## src/rtl/screen_pkg.sv

```systemverilog
// Shared types and constants for the screen shuffler: FSM states and LFSR taps.
// Latency: n/a (declarations only).
// Backpressure: n/a.
package screen_pkg;

    typedef enum logic [1:0] {
        IDLE   = 2'd0,
        DRAW   = 2'd1,
        COMMIT = 2'd2
    } state_t;

    // Fibonacci tap masks, bit (t-1) set for each tap t
    localparam logic [31:0] TAPS_8  = 32'h0000_00B8;  // 8,6,5,4
    localparam logic [31:0] TAPS_16 = 32'h0000_B400;  // 16,14,13,11
    localparam logic [31:0] TAPS_32 = 32'h8020_0003;  // 32,22,2,1

    function automatic logic [31:0] tap_mask(input int w);
        case (w)
            8:       return TAPS_8;
            16:      return TAPS_16;
            32:      return TAPS_32;
            default: return 32'h0;
        endcase
    endfunction

endpackage

```

## src/rtl/screen_shuffler_if.sv

```systemverilog
// Controller <-> shuffler bundle: start request, uniqueness mode, committed screens.
// Latency: n/a (wires only).
// Backpressure: none; Busy/Done report run progress, Start is a level request.
interface screen_shuffler_if #(
    parameter int N_SCREENS = 4,
    parameter int SYM_W     = 2
);
    logic                       Start;
    logic                       Unique;
    logic [N_SCREENS*SYM_W-1:0] Screens;
    logic                       Busy;
    logic                       Done;

    modport master (output Start, output Unique, input Screens, input Busy, input Done);
    modport slave  (input Start, input Unique, output Screens, output Busy, output Done);
endinterface

```

## src/rtl/lfsr_gen.sv

```systemverilog
// Free-running Fibonacci LFSR, shifts left with the tap parity entering bit 0.
// Latency: new value every cycle; reloads the seed on Rst.
// Backpressure: none, never stalls.
module lfsr_gen
    import screen_pkg::*;
#(
    parameter int          LFSR_W = 16,
    parameter logic [31:0] SEED   = 32'h0000_ACE1
) (
    input  logic              Clk,
    input  logic              Rst,
    output logic [LFSR_W-1:0] Q
);
    if (LFSR_W != 8 && LFSR_W != 16 && LFSR_W != 32) begin : g_bad_width
        $error("lfsr_gen: LFSR_W must be 8, 16 or 32");
    end

    localparam logic [LFSR_W-1:0] SEED_W  = SEED[LFSR_W-1:0];
    // an all-zero state would lock up, so substitute 1
    localparam logic [LFSR_W-1:0] RST_VAL = (SEED_W == '0) ? LFSR_W'(1) : SEED_W;
    localparam logic [LFSR_W-1:0] TAPS    = LFSR_W'(tap_mask(LFSR_W));

    logic [LFSR_W-1:0] lfsr_q, lfsr_d;

    // next state: shift left, feed back parity of tapped bits
    always_comb begin
        lfsr_d = {lfsr_q[LFSR_W-2:0], ^(lfsr_q & TAPS)};
    end

    // state register, seeded on reset
    always_ff @(posedge Clk) begin
        if (Rst) lfsr_q <= RST_VAL;
        else     lfsr_q <= lfsr_d;
    end

    assign Q = lfsr_q;
endmodule

```

## src/rtl/screen_shuffler.sv

```systemverilog
// Fills N_SCREENS slots with LFSR symbols, optionally all distinct, then commits atomically.
// Latency: N_SCREENS+1 edges best case, N_SCREENS*(MAX_RETRY+1)+1 worst case from the start edge.
// Backpressure: none; Start edges while Busy or in the commit cycle are dropped.
module screen_shuffler
    import screen_pkg::*;
#(
    parameter int          N_SCREENS = 4,
    parameter int          SYM_W     = 2,
    parameter int          LFSR_W    = 16,
    parameter logic [31:0] SEED      = 32'h0000_ACE1,
    parameter int          MAX_RETRY = 7
) (
    input  logic           Clk,
    input  logic           Rst,
    screen_shuffler_if.slave bus
);
    localparam int NSYM  = 1 << SYM_W;
    localparam int IDX_W = (N_SCREENS > 1) ? $clog2(N_SCREENS) : 1;
    localparam logic [IDX_W-1:0] LAST_IDX = IDX_W'(N_SCREENS - 1);
    localparam logic [3:0]       MAX_R    = 4'(MAX_RETRY);

    if (N_SCREENS < 1 || N_SCREENS > NSYM) begin : g_bad_count
        $error("screen_shuffler: N_SCREENS must be 1..2**SYM_W");
    end

    logic [LFSR_W-1:0] lfsr_q;
    logic              lfsr_unused;
    logic [SYM_W-1:0]  cand;
    logic [SYM_W-1:0]  fb;

    lfsr_gen #(.LFSR_W(LFSR_W), .SEED(SEED)) u_lfsr (
        .Clk (Clk),
        .Rst (Rst),
        .Q   (lfsr_q)
    );

    assign cand        = lfsr_q[SYM_W-1:0];
    assign lfsr_unused = ^lfsr_q[LFSR_W-1:SYM_W];

    state_t                     state_q, state_d;
    logic [IDX_W-1:0]           idx_q, idx_d;
    logic [3:0]                 retry_q, retry_d;
    logic [NSYM-1:0]            used_q, used_d;
    logic [SYM_W-1:0]           slot_q [N_SCREENS];
    logic [SYM_W-1:0]           slot_d [N_SCREENS];
    logic                       uniq_q, uniq_d;
    logic                       start_q;
    logic                       start_rise;
    logic [N_SCREENS*SYM_W-1:0] screens_q, screens_d;
    logic                       busy_q, busy_d;
    logic                       done_q, done_d;
    logic                       wr;
    logic [SYM_W-1:0]           wr_sym;

    assign start_rise = bus.Start & ~start_q;

    // fallback symbol: lowest-index value not yet used in this run
    always_comb begin
        fb = '0;
        for (int i = NSYM - 1; i >= 0; i--) begin
            if (!used_q[i]) fb = SYM_W'(i);
        end
    end

    // next state and outputs
    always_comb begin
        state_d   = state_q;
        idx_d     = idx_q;
        retry_d   = retry_q;
        used_d    = used_q;
        slot_d    = slot_q;
        uniq_d    = uniq_q;
        screens_d = screens_q;
        busy_d    = busy_q;
        done_d    = 1'b0;
        wr        = 1'b0;
        wr_sym    = cand;
        case (state_q)
            IDLE: begin
                if (start_rise) begin
                    busy_d  = 1'b1;
                    idx_d   = '0;
                    retry_d = '0;
                    used_d  = '0;
                    uniq_d  = bus.Unique;
                    state_d = DRAW;
                end
            end
            DRAW: begin
                if (!uniq_q || !used_q[cand]) begin
                    wr = 1'b1;
                end else if (retry_q < MAX_R) begin
                    retry_d = retry_q + 4'd1;
                end else begin
                    wr     = 1'b1;
                    wr_sym = fb;
                end
                if (wr) begin
                    slot_d[idx_q]  = wr_sym;
                    used_d[wr_sym] = 1'b1;
                    retry_d        = '0;
                    if (idx_q == LAST_IDX) state_d = COMMIT;
                    else                   idx_d   = idx_q + IDX_W'(1);
                end
            end
            COMMIT: begin
                for (int i = 0; i < N_SCREENS; i++) begin
                    screens_d[i*SYM_W +: SYM_W] = slot_q[i];
                end
                done_d  = 1'b1;
                busy_d  = 1'b0;
                state_d = IDLE;
            end
            default: state_d = IDLE;
        endcase
    end

    // state registers; the edge detector samples Start every cycle
    always_ff @(posedge Clk) begin
        if (Rst) begin
            state_q   <= IDLE;
            idx_q     <= '0;
            retry_q   <= '0;
            used_q    <= '0;
            slot_q    <= '{default: '0};
            uniq_q    <= 1'b0;
            start_q   <= 1'b0;
            screens_q <= '0;
            busy_q    <= 1'b0;
            done_q    <= 1'b0;
        end else begin
            state_q   <= state_d;
            idx_q     <= idx_d;
            retry_q   <= retry_d;
            used_q    <= used_d;
            slot_q    <= slot_d;
            uniq_q    <= uniq_d;
            start_q   <= bus.Start;
            screens_q <= screens_d;
            busy_q    <= busy_d;
            done_q    <= done_d;
        end
    end

    assign bus.Screens = screens_q;
    assign bus.Busy    = busy_q;
    assign bus.Done    = done_q;
endmodule

```

## src/flat_wrapper.sv

```systemverilog
// flat-port wrapper written by rule: the top's interface ports become plain ports
module screen_shuffler_flat import screen_pkg::*;
#(
    parameter int          N_SCREENS = 4,
    parameter int          SYM_W     = 2,
    parameter int          LFSR_W    = 16,
    parameter logic [31:0] SEED      = 32'h0000_ACE1,
    parameter int          MAX_RETRY = 7
)
  (Clk, Rst, bus_Start, bus_Unique, bus_Screens, bus_Busy, bus_Done);
  screen_shuffler_if #(.N_SCREENS(N_SCREENS), .SYM_W(SYM_W)) bus_i ();
  input  logic Clk;
  input  logic Rst;
  input wire logic [$bits(bus_i.Start)-1:0] bus_Start;
  input wire logic [$bits(bus_i.Unique)-1:0] bus_Unique;
  output wire logic [$bits(bus_i.Screens)-1:0] bus_Screens;
  output wire logic [$bits(bus_i.Busy)-1:0] bus_Busy;
  output wire logic [$bits(bus_i.Done)-1:0] bus_Done;
  assign bus_i.Start = bus_Start;
  assign bus_i.Unique = bus_Unique;
  assign bus_Screens = bus_i.Screens;
  assign bus_Busy = bus_i.Busy;
  assign bus_Done = bus_i.Done;
  screen_shuffler #(.N_SCREENS(N_SCREENS), .SYM_W(SYM_W), .LFSR_W(LFSR_W), .SEED(SEED), .MAX_RETRY(MAX_RETRY)) u_core (.Clk(Clk), .Rst(Rst), .bus(bus_i));
endmodule
```

## config.mk

```make
export PLATFORM = sky130hd
export DESIGN_NAME = screen_shuffler_flat
export DESIGN_NICKNAME = d
export VERILOG_FILES = /design/src/rtl/screen_pkg.sv /design/src/rtl/screen_shuffler_if.sv /design/src/rtl/lfsr_gen.sv /design/src/rtl/screen_shuffler.sv /design/src/flat_wrapper.sv
export SDC_FILE = /design/constraint.sdc
export NUM_CORES = 1
export LEC_CHECK = 0
export ABC_AREA = 1
export BUFFER_PORTS_ARGS = -buffer_cell sky130_fd_sc_hd__buf_4
export CAP_MARGIN = 20
export CORE_ASPECT_RATIO = 0.7
export CORE_MARGIN = 2
export CORE_UTILIZATION = 58
export DETAILED_ROUTE_END_ITERATION = 8
export HOLD_SLACK_MARGIN = 0.15
export MAX_ROUTING_LAYER = met4
export PLACE_DENSITY = 0.77
export SYNTH_ARGS = -nofsm -noshare
export SYNTH_HDL_FRONTEND = slang
export SYNTH_SLANG_ARGS = --single-unit
```

## constraint.sdc

```tcl
create_clock -name Clk -period 1.6 [get_ports Clk]
set_input_delay 0.48 -clock Clk [delete_from_list [all_inputs] [get_ports Clk]]
set_output_delay 0.48 -clock Clk [all_outputs]
set_load 0.01 [all_outputs]
```

==> results of run 1 <==
[metal layers]
metal	vias up	wire length, µm
met1	652	1831
met3	4	170
met5	-	0
met4	0	59
met2	32	1365
li1	785	-
[synthesized netlist by cell type]
| master | number |
|---|---|
| sky130_fd_sc_hd__a22oi_1 | 1 |
| sky130_fd_sc_hd__inv_2 | 7 |
| sky130_fd_sc_hd__nor3b_2 | 2 |
| sky130_fd_sc_hd__nand3_1 | 8 |
| sky130_fd_sc_hd__nand2_1 | 34 |
| sky130_fd_sc_hd__dfxtp_1 | 48 |
| sky130_fd_sc_hd__nor2_2 | 1 |
| sky130_fd_sc_hd__nand4_2 | 1 |
| sky130_fd_sc_hd__nand2_4 | 1 |
| sky130_fd_sc_hd__nand2_2 | 3 |
| sky130_fd_sc_hd__ha_1 | 5 |
| sky130_fd_sc_hd__xnor2_1 | 1 |
| sky130_fd_sc_hd__nor2_1 | 34 |
| sky130_fd_sc_hd__xor2_1 | 1 |
| sky130_fd_sc_hd__buf_2 | 1 |
| sky130_fd_sc_hd__nor3_2 | 1 |
| sky130_fd_sc_hd__clkbuf_1 | 5 |
| sky130_fd_sc_hd__nand3_4 | 1 |
| sky130_fd_sc_hd__a21oi_1 | 20 |
| sky130_fd_sc_hd__nand4_1 | 3 |
| sky130_fd_sc_hd__nor2_4 | 1 |
| sky130_fd_sc_hd__or2_2 | 7 |
| sky130_fd_sc_hd__inv_1 | 26 |
| sky130_fd_sc_hd__nand3_2 | 6 |
| sky130_fd_sc_hd__o21ai_0 | 12 |
| sky130_fd_sc_hd__o21ai_1 | 6 |
[critical path, cell delays in order (launching register included)]
cell	delay, ps
sky130_fd_sc_hd__dfxtp_2	340
sky130_fd_sc_hd__ha_1	200
sky130_fd_sc_hd__nand2_1	80
sky130_fd_sc_hd__nand2_2	80
sky130_fd_sc_hd__inv_4	90
sky130_fd_sc_hd__nand2_1	70
sky130_fd_sc_hd__nand2_1	80
sky130_fd_sc_hd__nand3_1	70
sky130_fd_sc_hd__nand2_2	140
sky130_fd_sc_hd__nand3_2	90
sky130_fd_sc_hd__a21oi_2	150
[sequential cells by signal, summed over array words and instances (netlist names)]
register,flops
u_core.bus.Busy,1
u_core.bus.Done,1
u_core.idx_q,2
u_core.slot_q,8
u_core.start_q,1
u_core.bus.Screens,8
u_core.used_q,4
u_core.state_q,2
u_core.retry_q,4
u_core.u_lfsr.Q,16
u_core.uniq_q,1
[power by group through the flow]
stage	clock [mW]	sequential, mW	combinational (mW)
floorplan	0	1.31	0.234
global route	0.926	1.30	0.337
global placement	0	1.32	0.284
CTS	0.867	1.30	0.291
finish	0.853	1.30	0.297
detailed placement	0	1.32	0.288
[through the flow]
step                      hold slack, ps  total power, mW
after floorplan                    388.3            1.544
after global routing               408.8            2.566
final                              400.8            2.446
after global placement             390.1            1.608
after detailed placement           392.7            1.611
after CTS                          397.3            2.454
[final timing paths]
path	start	end	slack, ps	depth (start not counted)
worst max-delay path	u_core.retry_q[0]	u_core.used_q[2]	140	10
worst min-delay path	bus_Start	u_core.start_q	400	3
worst max register to register	u_core.retry_q[0]	u_core.used_q[2]	140	10
worst min register to register	u_core.u_lfsr.Q[8]	u_core.u_lfsr.Q[9]	410	2
[logic make-up (layout without fill, tap and decap cells)]
group / count (synthesis) / count (layout) / synth area share [%]
AO/OA/AOI/OAI: 39 / 39 / 10.31
XOR/XNOR: 2 / 2 / 0.9140
adder cells (fa/ha/maj): 5 / 5 / 3.264
buffers and inverters: 39 / 58 / 7.702
flip-flops: 48 / 48 / 50.13
AND/OR/NAND/NOR: 103 / 103 / 27.68
[area by class of cell]
class / count / share of cell area (%)
sequential: 48 / 43.84
multi-input combinational: 149 / 37.34
timing repair buffer: 17 / 5.815
inverter: 33 / 5.758
clock buffer: 5 / 3.136
tap: 38 / 2.166
clock inverter: 3 / 1.938
==> impl_metrics.xml, run 1 <==
<?xml version="1.0" encoding="UTF-8"?>
<metrics>
  <group name="place">
    <metric name="gpl.final_weighted_congestion" unit="">0.9276</metric>
    <metric name="detailed_placer_s_ending_hpwl" unit="µm">2349</metric>
    <metric name="detailed_place.area" unit="µm²">2068</metric>
    <metric name="dp_cells" unit="">285</metric>
    <metric name="dp_worst_setup_slack" unit="ps">111.3</metric>
    <metric name="buffer_ports.inserted" unit="">13</metric>
  </group>
  <group name="cts">
    <metric name="cts_buffers" unit="">5</metric>
    <metric name="clock_tree.buffer_depth" unit="">2</metric>
    <metric name="cts-hold-fix-buffers" unit="">0</metric>
    <metric name="post-cts-setup-buffer-count" unit="">0</metric>
    <metric name="worstSkewPairLatency" unit="ps">300</metric>
    <metric name="clock_slew_at_the_register_clock_pins_of_the_worst_setup_and_hold_paths" unit="ps">80</metric>
    <metric name="clk_root_buffer_cell" unit="">sky130_fd_sc_hd__clkbuf_8</metric>
    <metric name="tritoncts" unit="">built</metric>
    <metric name="cts-htree-levels" unit="">2</metric>
    <metric name="cts.sinks" unit="">48</metric>
    <metric name="cts_resized" unit="">0</metric>
  </group>
  <group name="timing">
    <metric name="max-slew-margin-rel" unit="%">77.19</metric>
    <metric name="timing.clock.skew" unit="ps">4.572</metric>
    <metric name="final_hold_vios" unit="">0</metric>
    <metric name="worst_slew_pin_slew" unit="ps">341.6</metric>
    <metric name="final_critical_path_setup_slack" unit="ps">136.6</metric>
    <metric name="min_period_over_period" unit="%">91.46</metric>
    <metric name="final.setup.tns" unit="ps">0</metric>
    <metric name="layout_min_cycle_time" unit="ps">1463</metric>
    <metric name="fmax" unit="MHz">683.3</metric>
    <metric name="total_of_endpoints_with_negative_setup_slack_in_the_final_report" unit="">0</metric>
    <metric name="slew_viol_final" unit="">0</metric>
  </group>
  <group name="synthesis">
    <metric name="synth_cell_types" unit="">26</metric>
    <metric name="synth.yosys.seq_area_share" unit="%">50.13</metric>
    <metric name="synthesized_instance_count" unit="">236</metric>
    <metric name="ys.warnings.count" unit="">0</metric>
    <metric name="avgSynthCellArea" unit="µm²">8.122</metric>
    <metric name="synth.top_cells.by_area" unit="">sky130_fd_sc_hd__dfxtp_1 50%, sky130_fd_sc_hd__nand2_1 6.7%, sky130_fd_sc_hd__nor2_1 6.7%</metric>
    <metric name="post-synth-top-area-cell" unit="">sky130_fd_sc_hd__dfxtp_1</metric>
    <metric name="synth-seq-cells" unit="">48</metric>
    <metric name="synthDominantCellAreaShare" unit="%">50.13</metric>
    <metric name="syn_nets" unit="">245</metric>
    <metric name="post_synth_instance_area" unit="µm²">1917</metric>
  </group>
  <group name="global_routing">
    <metric name="gr-usage-met3" unit="%">5.233</metric>
    <metric name="grt_usage" unit="%">21.07</metric>
    <metric name="grt_pass1_wl" unit="µm">5651</metric>
    <metric name="grt_max_degree" unit="">28</metric>
    <metric name="gr-usage-met2" unit="%">25.76</metric>
    <metric name="grt_overflow_total" unit="">0</metric>
    <metric name="antenna_found_initial" unit="">0</metric>
    <metric name="grt_use_met1" unit="%">31.11</metric>
    <metric name="globalRoute.busiestLayer" unit="">met1</metric>
    <metric name="first_global_vias" unit="">1191</metric>
  </group>
  <group name="critical_path">
    <metric name="crit_fanout" unit="">6</metric>
    <metric name="timing.critical_path.required" unit="ps">1830</metric>
    <metric name="timing.setup.critical_path_class" unit="">flip-flop to flip-flop</metric>
    <metric name="critical_path.endpoint_type" unit="">flip-flop</metric>
    <metric name="arrival" unit="ps">1690</metric>
    <metric name="kind_of_launch_point_of_the_worst_setup_path" unit="">flip-flop</metric>
  </group>
  <group name="drt">
    <metric name="post_drt_wl_per_cell" unit="µm">11.69</metric>
    <metric name="via_count" unit="">1473</metric>
    <metric name="route.final.wire_length" unit="µm">3426</metric>
    <metric name="route.detailed.drc" unit="">0</metric>
    <metric name="detail_route.iter0.violations" unit="">79</metric>
    <metric name="antenna_violating_nets_post_route" unit="">0</metric>
    <metric name="route.detailed.vias_per_inst" unit="">5.027</metric>
    <metric name="drt-pass1-iter-count" unit="">4</metric>
  </group>
  <group name="floorplanning">
    <metric name="initial_utilization" unit="%">60.89</metric>
    <metric name="dieArea" unit="µm²">3788</metric>
    <metric name="die_boundary_height" unit="µm">52.10</metric>
    <metric name="placementRows" unit="">17</metric>
    <metric name="core_region_area" unit="µm²">3148</metric>
    <metric name="die_width" unit="µm">72.71</metric>
    <metric name="num_io_pins" unit="">14</metric>
  </group>
  <group name="finish">
    <metric name="most_frequent_cells_in_the_layout" unit="">47 x sky130_fd_sc_hd__dfxtp_1, 34 x sky130_fd_sc_hd__nor2_1, 33 x sky130_fd_sc_hd__nand2_1, 26 x sky130_fd_sc_hd__inv_1, 19 x sky130_fd_sc_hd__a21oi_1</metric>
    <metric name="finalInstanceArea" unit="µm²">2195</metric>
    <metric name="area.sequential" unit="µm²">962.2</metric>
    <metric name="multi_input_comb_area" unit="µm²">819.5</metric>
    <metric name="post_layout_nonfiller_instances" unit="">293</metric>
    <metric name="area_growth_syn_to_layout" unit="%">14.49</metric>
    <metric name="nFillCells" unit="">241</metric>
    <metric name="post_route_cells_drive_above_1_share" unit="%">23.53</metric>
    <metric name="final_net_count" unit="">263</metric>
    <metric name="final_common_cell" unit="">sky130_fd_sc_hd__dfxtp_1</metric>
    <metric name="antenna_cells_inserted" unit="">0</metric>
    <metric name="layout.core_utilization" unit="%">69.71</metric>
  </group>
  <group name="run_status">
    <metric name="result_of_the_run" unit="">finished, final reports clean</metric>
  </group>
  <group name="run">
    <metric name="total_of_max_cap_violations" unit="">0</metric>
  </group>
  <group name="worst_hold_path">
    <metric name="hold_path_class" unit="">primary input to flip-flop</metric>
  </group>
  <group name="pwr">
    <metric name="int_power" unit="mW">1.826</metric>
    <metric name="switchingPower" unit="mW">0.6205</metric>
    <metric name="power_per_cell_area" unit="nW/µm²">1115</metric>
    <metric name="power.static_leakage" unit="nW">0.9978</metric>
    <metric name="irDropWorstVdd" unit="µV">885.5</metric>
    <metric name="seq_power_share" unit="%">53.0</metric>
    <metric name="power.combinational.fraction" unit="%">12.2</metric>
    <metric name="clkPwrFrac" unit="%">34.9</metric>
    <metric name="power.share.switching" unit="%">25.36</metric>
  </group>
</metrics>
(Power assumes the default switching activity.)
==> run 2, diff against run 1 <==
--- a/config.mk
+++ b/config.mk
@@ -10,11 +10,11 @@
 export CAP_MARGIN = 20
 export CORE_ASPECT_RATIO = 0.7
 export CORE_MARGIN = 2
-export CORE_UTILIZATION = 58
+export CORE_UTILIZATION = 52
 export DETAILED_ROUTE_END_ITERATION = 8
 export HOLD_SLACK_MARGIN = 0.15
 export MAX_ROUTING_LAYER = met4
-export PLACE_DENSITY = 0.77
+export PLACE_DENSITY = 0.73
 export SYNTH_ARGS = -nofsm -noshare
 export SYNTH_HDL_FRONTEND = slang
 export SYNTH_SLANG_ARGS = --single-unit
==> constraint.sdc (replaced) <==
create_clock -name Clk -period 1.2 [get_ports Clk]
set_input_delay 0.36 -clock Clk [delete_from_list [all_inputs] [get_ports Clk]]
set_output_delay 0.36 -clock Clk [all_outputs]
set_load 0.01 [all_outputs]
==> impl_metrics.xml, run 2 (synthesized netlist as in run 1, its figures left out) <==
<?xml version="1.0" encoding="UTF-8"?>
<metrics>
  <group name="timing">
    <metric name="total_of_endpoints_with_negative_setup_slack_in_the_final_report" unit="">19</metric>
    <metric name="max-slew-margin-rel" unit="%">84.20</metric>
    <metric name="final_hold_vios" unit="">0</metric>
    <metric name="grt_setup_unrepaired" unit="">yes</metric>
    <metric name="timing.clock.skew" unit="ps">8.297</metric>
    <metric name="min_period_over_period" unit="%">115.4</metric>
    <metric name="fmax" unit="MHz">722.3</metric>
    <metric name="final_critical_path_setup_slack" unit="ps">-184.5</metric>
    <metric name="slew_viol_final" unit="">0</metric>
    <metric name="final.hold.worst_slack" unit="ps">292.8</metric>
    <metric name="layout_min_cycle_time" unit="ps">1384</metric>
    <metric name="worst_slew_pin_slew" unit="ps">234.5</metric>
  </group>
  <group name="cts">
    <metric name="clock_tree.buffer_depth" unit="">2</metric>
    <metric name="cts.sinks" unit="">48</metric>
    <metric name="clk_root_buffer_cell" unit="">sky130_fd_sc_hd__clkbuf_8</metric>
    <metric name="cts_buffers" unit="">5</metric>
    <metric name="tritoncts" unit="">built</metric>
    <metric name="worstSkewPairLatency" unit="ps">300</metric>
    <metric name="clock_slew_at_the_register_clock_pins_of_the_worst_setup_and_hold_paths" unit="ps">90</metric>
    <metric name="cts-htree-levels" unit="">2</metric>
    <metric name="cts-hold-fix-buffers" unit="">0</metric>
  </group>
  <group name="floorplanning">
    <metric name="die_boundary_height" unit="µm">54.80</metric>
    <metric name="initial_utilization" unit="%">54.21</metric>
    <metric name="die_width" unit="µm">76.57</metric>
    <metric name="dieArea" unit="µm²">4195</metric>
    <metric name="core_region_area" unit="µm²">3536</metric>
    <metric name="num_io_pins" unit="">14</metric>
    <metric name="placementRows" unit="">18</metric>
  </group>
  <group name="drt">
    <metric name="drt-pass1-iter-count" unit="">5</metric>
    <metric name="route.final.wire_length" unit="µm">4466</metric>
    <metric name="antenna_violating_nets_post_route" unit="">0</metric>
    <metric name="route.detailed.vias_per_inst" unit="">5.048</metric>
    <metric name="route.detailed.drc" unit="">0</metric>
    <metric name="post_drt_wl_per_cell" unit="µm">13.49</metric>
    <metric name="detail_route.iter0.violations" unit="">152</metric>
    <metric name="via_count" unit="">1671</metric>
  </group>
  <group name="pwr">
    <metric name="irDropWorstVdd" unit="µV">952.8</metric>
    <metric name="totalPowerFinal" unit="mW">3.396</metric>
    <metric name="power.static_leakage" unit="nW">1.163</metric>
    <metric name="power_per_cell_area" unit="nW/µm²">1303</metric>
  </group>
  <group name="critical_path">
    <metric name="timing.rr.end" unit="">u_core.used_q[3]</metric>
    <metric name="critical-path-top-delay-family" unit="">simple AND/OR/NAND/NOR gates</metric>
    <metric name="crit-reg2reg-launch" unit="">u_core.retry_q[0]</metric>
    <metric name="kind_of_launch_point_of_the_worst_setup_path" unit="">flip-flop</metric>
    <metric name="timing.setup.critical_path_class" unit="">flip-flop to flip-flop</metric>
    <metric name="worst-r2r-cell-count" unit="">9</metric>
    <metric name="worst_path_largest_cell_delay" unit="ps">360</metric>
    <metric name="regToRegSetupSlack" unit="ps">-180</metric>
    <metric name="critical_path.endpoint_type" unit="">flip-flop</metric>
    <metric name="timing.critical_path.required" unit="ps">1440</metric>
    <metric name="crit_slowest_cell" unit="">sky130_fd_sc_hd__dfxtp_2</metric>
    <metric name="crit_fanout" unit="">6</metric>
    <metric name="arrival" unit="ps">1620</metric>
    <metric name="critical_path.n_buffers_inverters" unit="">0</metric>
    <metric name="crit_path_cell_trace" unit="">ha_4 -&gt; nand2_4 -&gt; nand2_4 -&gt; nand3_2 -&gt; nand2_2 -&gt; nand3_2 -&gt; nand2_4 -&gt; nand3_2 -&gt; a21oi_2</metric>
  </group>
  <group name="global_routing">
    <metric name="grt_pass1_wl" unit="µm">6913</metric>
    <metric name="grt_max_degree" unit="">28</metric>
    <metric name="first_global_vias" unit="">1443</metric>
    <metric name="grt_overflow_total" unit="">0</metric>
    <metric name="grt_usage" unit="%">22.81</metric>
    <metric name="antenna_found_initial" unit="">0</metric>
  </group>
  <group name="run">
    <metric name="total_of_max_cap_violations" unit="">0</metric>
  </group>
  <group name="worst_hold_path">
    <metric name="min-delay-start" unit="">bus_Unique</metric>
    <metric name="worst_hold_path.num_cells" unit="">3</metric>
    <metric name="hold_path_class" unit="">primary input to flip-flop</metric>
    <metric name="hold_path_end" unit="">u_core.uniq_q</metric>
  </group>
  <group name="finish">
    <metric name="antenna_cells_inserted" unit="">0</metric>
    <metric name="final_net_count" unit="">289</metric>
    <metric name="nFillCells" unit="">236</metric>
    <metric name="largest_reg_flops" unit="">16</metric>
    <metric name="area_growth_syn_to_layout" unit="%">35.97</metric>
    <metric name="post_route_cells_drive_above_1_share" unit="%">44.13</metric>
    <metric name="final_common_cell" unit="">sky130_fd_sc_hd__dfxtp_1</metric>
    <metric name="most_frequent_cells_in_the_layout" unit="">40 x sky130_fd_sc_hd__dfxtp_1, 37 x sky130_fd_sc_hd__buf_4, 28 x sky130_fd_sc_hd__nor2_1, 24 x sky130_fd_sc_hd__inv_1, 21 x sky130_fd_sc_hd__nand2_1</metric>
  </group>
  <group name="place">
    <metric name="buffer_ports.inserted" unit="">13</metric>
    <metric name="gpl.final_weighted_congestion" unit="">0.9068</metric>
    <metric name="detailed_placer_s_ending_hpwl" unit="µm">2909</metric>
  </group>
  <group name="run_status">
    <metric name="result_of_the_run" unit="">finished with violations</metric>
    <metric name="failing_checks" unit="">setup timing</metric>
  </group>
</metrics>
[run 2: cell count changes in the layout (fill, tap and decap cells not counted), moves of 4 or more]
cell / delta
sky130_fd_sc_hd__dfxtp_2: +6
sky130_fd_sc_hd__nand2_4: +5
sky130_fd_sc_hd__nand2_1: -12
sky130_fd_sc_hd__dfxtp_1: -7
sky130_fd_sc_hd__nand2_2: +7
sky130_fd_sc_hd__a21oi_2: +4
sky130_fd_sc_hd__buf_4: +20
sky130_fd_sc_hd__nor2_1: -6
sky130_fd_sc_hd__nand3_2: +4
sky130_fd_sc_hd__nand3_1: -5
sky130_fd_sc_hd__a21oi_1: -4
[run 2: worst min-delay path: cells and delay by family]
family | cells | cell delay (ps)
simple gates | 2 | 110
buf+inv | 1 | 90
[run 2: cell type report]
cell class / count / area, µm² / area share, %
well taps: 50 / 62.56 / 2.400
inverters: 33 / 133.9 / 5.137
clock buffers: 6 / 82.58 / 3.169
multi-input cells: 149 / 968.4 / 37.16
repair buffers: 43 / 371.6 / 14.26
flip-flops and latches: 48 / 973.4 / 37.35
clock inverters: 2 / 13.76 / 0.5281
[run 2: how the worst max path moves through the flow]
stage / start / endpoint / depth (start not counted)
floorplan: u_core.retry_q[0] / u_core.used_q[1] / 10
global route: u_core.retry_q[0] / u_core.used_q[3] / 9
CTS: u_core.retry_q[0] / u_core.used_q[3] / 10
finish: u_core.retry_q[0] / u_core.used_q[3] / 9
global placement: u_core.retry_q[0] / u_core.used_q[3] / 10
detailed placement: u_core.retry_q[0] / u_core.used_q[3] / 10
[run 2: through the flow]
stage / cell area, µm² / util, % / worst slack (ps) / setup TNS (ps) / std cells
CTS: 2526 / 71.44 / -113.5 / -1467 / 330
global route: 2606 / 73.71 / -242.7 / -3572 / 331
detailed placement: 2330 / 65.89 / -174.4 / -2255 / 322
finish: 2606 / 73.71 / -184.5 / -2089 / 331
floorplan: 1938 / - / -47.79 / -379.9 / 236
global placement: 2330 / 65.89 / -140.9 / -1600 / 322
[run 2: report_power, final]
group	switching, mW	internal (mW)
Clock	0.570	0.472
Sequential	0.0535	1.68
Combinational	0.356	0.265
Total	0.980	2.42
[run 2: routing by layer]
layer	track usage, %	part of all wire (%)	wire length (µm)
met1	28.34	45	2011
met4	10.61	2.9	131
met5	-	0	0
met3	5.281	6.2	277
met2	36.43	46	2045
[run 2: timing repair]
action                     4_1_cts  5_1_grt
gates resized for setup         28       23
setup endpoints to repair       20       22
pin swaps                       10       11
gates cloned                     0        0
buffers inserted                 0        1
